[src/rtl/pool_writeback.sv]
// Pooling-stage writeback: captures col-wide pooled vectors into a 2-entry FIFO and
// serializes them to SRAM as lanes-word beats. Optional macro POOL_WB_RELU_EN clamps negatives to 0.
module pool_writeback #(
  parameter int data_width = 16,
  parameter int col        = 32,
  parameter int lanes      = 4,
  parameter int addr_width = 10,
  parameter int cnt_width  = 12
) (
  input  logic                                clk,
  input  logic                                nrst,
  input  logic                                start,
  input  logic [addr_width-1:0]               base_addr,
  input  logic [cnt_width-1:0]                num_vectors,
  input  logic [col-1:0][data_width-1:0]      pooling_out,
  input  logic [col-1:0]                      pooling_done,
  output logic                                pool_ready,
  output logic                                mem_wr_en,
  input  logic                                mem_ready,
  output logic [addr_width-1:0]               mem_addr,
  output logic [lanes*data_width-1:0]         mem_wdata,
  output logic                                busy,
  output logic                                done,
  output logic                                skew_err,
  output logic                                ovf_err
);
  localparam int BEATS = col / lanes;
  localparam int BW    = (BEATS > 1) ? $clog2(BEATS) : 1;

  typedef enum logic [1:0] {S_IDLE, S_RUN, S_DRAIN, S_DONE} state_t;
  state_t state, state_nxt;

  logic [1:0][col-1:0][data_width-1:0] fifo;
  logic [col-1:0][data_width-1:0]      vec_in;
  logic                                wr_ptr, rd_ptr;
  logic [1:0]                          count, count_nxt;
  logic [BW-1:0]                       beat;
  logic [cnt_width-1:0]                cap_cnt, cap_cnt_nxt, num_q;
  logic                                all_done, any_done, full, capture, beat_acc, pop;

  for (genvar i = 0; i < col; i++) begin : g_lane
`ifdef POOL_WB_RELU_EN
    assign vec_in[i] = pooling_out[i][data_width-1] ? '0 : pooling_out[i];
`else
    assign vec_in[i] = pooling_out[i];
`endif
  end

  assign all_done    = &pooling_done;
  assign any_done    = |pooling_done;
  assign full        = (count == 2'd2);
  assign capture     = (state == S_RUN) && all_done && !full;
  assign beat_acc    = mem_wr_en && mem_ready;
  assign pop         = beat_acc && (beat == BW'(BEATS - 1));
  assign count_nxt   = 2'(count + 2'(capture) - 2'(pop));
  assign cap_cnt_nxt = cap_cnt + cnt_width'(capture);

  assign pool_ready = !full;
  assign mem_wr_en  = (count != 2'd0);
  assign mem_wdata  = fifo[rd_ptr][int'(beat)*lanes +: lanes];
  assign busy       = (state == S_RUN) || (state == S_DRAIN);
  assign done       = (state == S_DONE);

  // Leave RUN on the same edge as the final capture so no stray capture can slip in.
  always_comb begin
    state_nxt = state;
    case (state)
      S_IDLE:  if (start) state_nxt = S_RUN;
      S_RUN:   if (cap_cnt_nxt == num_q) state_nxt = S_DRAIN;
      S_DRAIN: if (count_nxt == 2'd0) state_nxt = S_DONE;
      S_DONE:  state_nxt = S_IDLE;
      default: state_nxt = S_IDLE;
    endcase
  end

  always_ff @(posedge clk or negedge nrst) begin
    if (!nrst) state <= S_IDLE;
    else       state <= state_nxt;
  end

  always_ff @(posedge clk or negedge nrst) begin
    if (!nrst) begin
      count    <= '0;
      wr_ptr   <= 1'b0;
      rd_ptr   <= 1'b0;
      beat     <= '0;
      cap_cnt  <= '0;
      num_q    <= '0;
      mem_addr <= '0;
      skew_err <= 1'b0;
      ovf_err  <= 1'b0;
    end else begin
      if ((state == S_IDLE) && start) begin
        num_q    <= num_vectors;
        mem_addr <= base_addr;
        cap_cnt  <= '0;
        skew_err <= 1'b0;
        ovf_err  <= 1'b0;
      end else begin
        if (capture)  cap_cnt  <= cap_cnt_nxt;
        if (beat_acc) mem_addr <= mem_addr + addr_width'(1);
      end
      if ((state == S_RUN) && any_done && !all_done) skew_err <= 1'b1;
      if ((state == S_RUN) && all_done && full)      ovf_err  <= 1'b1;
      count <= count_nxt;
      if (capture)  wr_ptr <= ~wr_ptr;
      if (pop)      rd_ptr <= ~rd_ptr;
      if (beat_acc) beat   <= pop ? '0 : beat + BW'(1);
    end
  end

  // Payload storage needs no reset; the count alone says what is valid.
  always_ff @(posedge clk) begin
    if (capture) fifo[wr_ptr] <= vec_in;
  end
endmodule

[config.mk]
export PLATFORM = sky130hd
export DESIGN_NAME = pool_writeback
export DESIGN_NICKNAME = d
export VERILOG_FILES = /design/src/rtl/pool_writeback.sv
export SDC_FILE = /design/constraint.sdc
export NUM_CORES = 1
export LEC_CHECK = 0
export CAP_MARGIN = 40
export CORE_MARGIN = 2
export CORE_UTILIZATION = 54
export CTS_CLUSTER_SIZE = 40
export DETAILED_ROUTE_END_ITERATION = 6
export PLACE_DENSITY = 0.9
export SLEW_MARGIN = 30
export SYNTH_ARGS = -nofsm -noshare
export SYNTH_HDL_FRONTEND = slang
export SYNTH_SLANG_ARGS = --single-unit
[constraint.sdc]
create_clock -name clk -period 28.3 [get_ports clk]
set_input_delay 5.66 -clock clk [delete_from_list [all_inputs] [get_ports clk]]
set_output_delay 5.66 -clock clk [all_outputs]
set_load 0.03 [all_outputs]
==> flow_summary.ini <==
[finish]
design_area_um2 = 52500
final_nets = 3023
layout_common_cells = edfxtp_1 (1024), clkdlybuf4s50_1 (648), mux4_2 (320), clkbuf_16 (104), nand2_1 (70)
final_common_cell = edfxtp_1
regArea_um2 = 31900
drive_above_1_share_pct = 20.7
fill_cells = 4280
multiInputGateArea_um2 = 8750
layout-area-overhead-vs-synth_pct = 28.2

[yosys]
yosys.area.top_type = edfxtp_1
async_flop_share_pct = 4.21
ys.flop_type = edfxtp_1
synth_seq_cells = 1069
synth_top_area_share_pct = 75.0
synth-seq-area-share_pct = 77.8
synth.area.top_cells = edfxtp_1 (75%), mux4_2 (18%), dfrtp_1 (2.7%), nand2_1 (0.64%), clkbuf_1 (0.45%)
syn_nets = 2310
ys_warn_count = 0
ys_types = 49
syn-cell-area_um2 = 41000
syn_inst = 1728
syn_area_per_cell_um2 = 23.7
synth_edf_count = 1024

[clock_network]
cts_resized = 0
ctsHoldBuffers = 0
cts_buffer_depth = 3
cts_tree = built
htree_levels = 3
cts_sinks = 1069
cts_buffers = 104
post-cts-setup-buffer-count = 0
clockRootBuffer = clkbuf_16
insertion_delay_ns = 0.67
clkTransAtPathRegs_ns = 0.06

[timing]
skew_ns = 0.0627
tightestPinTransition_ns = 0.818
setup_tns_ns = 0
min_period_over_period_pct = 38.2
rsz0062_at_grt = false
hold_slack_ns = 0.510
hold_viol = 0
fmaxAchievable_ghz = 0.0926
maxSlewHeadroom_pct = 45.5
slew_violations = 0
finalSetupViolCount = 0
finalCriticalPeriod_ns = 10.80

[setup_path]
crit_top_cell = buf_4
path_cells = buf_4 > buf_16 > buf_4 > buf_4 > mux4_2 > mux4_2 > clkdlybuf4s50_1
critPathArrivalTime_ns = 5.14
startpoint_type = flip-flop
max_stage_delay_ns = 0.79
crit_path_top_delay_cell = dfrtp_4
critPathKind = flip-flop to primary output
cp.required_ns = 22.64
crit_path_end_kind = primary output
cp_max_fo = 31

[drt]
drtIter0Drc = 2125
drcViolationCount = 0
routed_wl_mm = 105
via_count = 21600
firstDrtPassIters = 7
antenna_left = 0
avgViaCountPerCell = 6.10
post_drt_wl_per_cell_um = 29.6

[die]
rows = 101
die_area_um2 = 78100
start_util_pct = 54.2
die_h_um = 279
die_w_um = 279
io_pins = 650
core_area_um2 = 75600

[power_and_ir_drop]
vdd_ir_drop_max_mv = 0.0833
power_leakage_nw = 16.5
power_density_nw_per_um2 = 63.5

[placement]
placement.cell_area_um2 = 49000
numPortBuffers = 649
dp_hpwl_mm = 68.1
gp_congestion = 0.860

[global_routing]
grt_pass1_vias = 23400
grt_start_max_net_pins = 89
grt.total_usage_pct = 26.3
antenna_found_initial = 63
grt.overflow.total = 0
grt_pass1_wl_mm = 149

[status]
outcome = finished clean

[min_path]
hold_path_class = flip-flop to flip-flop

[flow_run]
cap_violations = 0
path summary, 6_finish.rpt:
check	start	end	slack, ns	cells past startpoint
hold reg to reg	num_q[3]	num_q[3]	0.51	2
setup / recovery	rd_ptr	mem_wdata[16]	17.50	7
hold / removal	num_q[3]	num_q[3]	0.51	2
setup reg to reg	state[1]	fifo[191]	22.96	12
max in group asynchronous	nrst	cap_cnt[8]	22.75	2
min in group asynchronous	nrst	num_q[1]	5.00	1
registers in the layout, indices dropped and copies added (netlist names), 2 cells and up:
signal	flops
state	2
num_q	12
mem_addr	10
count	2
fifo	1024
cap_cnt	12
beat	3
synthesized netlist by cell type, drive strengths merged, types with 3 or more instances:
cell type	instances
clkbuf	51
or4	6
o21ai	19
ha	12
inv	8
nor3	6
dfrtp	45
xnor2	19
nand2	70
nor4	11
or2	3
nand4	18
or3	7
a21oi	7
xor2	10
buf	34
nor2	12
nand3	8
edfxtp	1024
and2	4
mux4	320
power breakdown:
group | leakage [nW] | switching, mW | total, mW | internal (mW)
sequential | 9.78 | 0.0192 | 1.77 | 1.75
combinational | 5.07 | 0.0934 | 0.208 | 0.115
clock | 1.62 | 0.588 | 1.36 | 0.773
total | 16.5 | 0.700 | 3.34 | 2.64
kinds of logic (layout without fill, tap and decap cells):
family,after synthesis,in the layout,share of synthesized area (%)
and+or+nand+nor,158,158,1.97
adders and majority gates,12,12,0.366
xor gates and xnor gates,30,30,0.678
AOI/OAI and AO/OA,44,44,0.672
muxes,322,322,17.6
DFF,1069,1069,77.8
other,0,50,0
buffers and inverters,93,887,0.882
routing by layer:
layer  GRT usage (%)  share of wire [%]
met1            30.1                 33
met2            45.1                 53
met3            7.32                9.0
met4            14.3                5.2
met5               0               0.20
layout make-up:
class | count | share of cell area, %
multi-input cells | 566 | 16.6
inverters | 8 | 0.0571
clock buffers | 128 | 5.14
well taps | 978 | 2.33
clock inverters | 59 | 1.24
diodes | 50 | 0.238
flip-flops and latches | 1069 | 60.7
repair buffers | 692 | 13.7
worst max-delay path, delay by kind of cell (launching register included):
family                 cells  cell delay [ns]
muxes                      2             1.12
DFF                        1             0.79
buffers and inverters      5             2.48
through the flow:
step	instances	utilization [%]	power (mW)	setup WS, ns
after floorplan	1728	-	1.87	7.65
after global placement	3294	64.3	1.99	16.82
after detailed placement	3310	64.8	2.00	16.93
after CTS	3497	69.3	3.35	17.41
after global routing	3541	69.5	3.43	17.16
final	3550	69.5	3.34	17.50
Note: power is estimated with default switching activity, not from simulation.
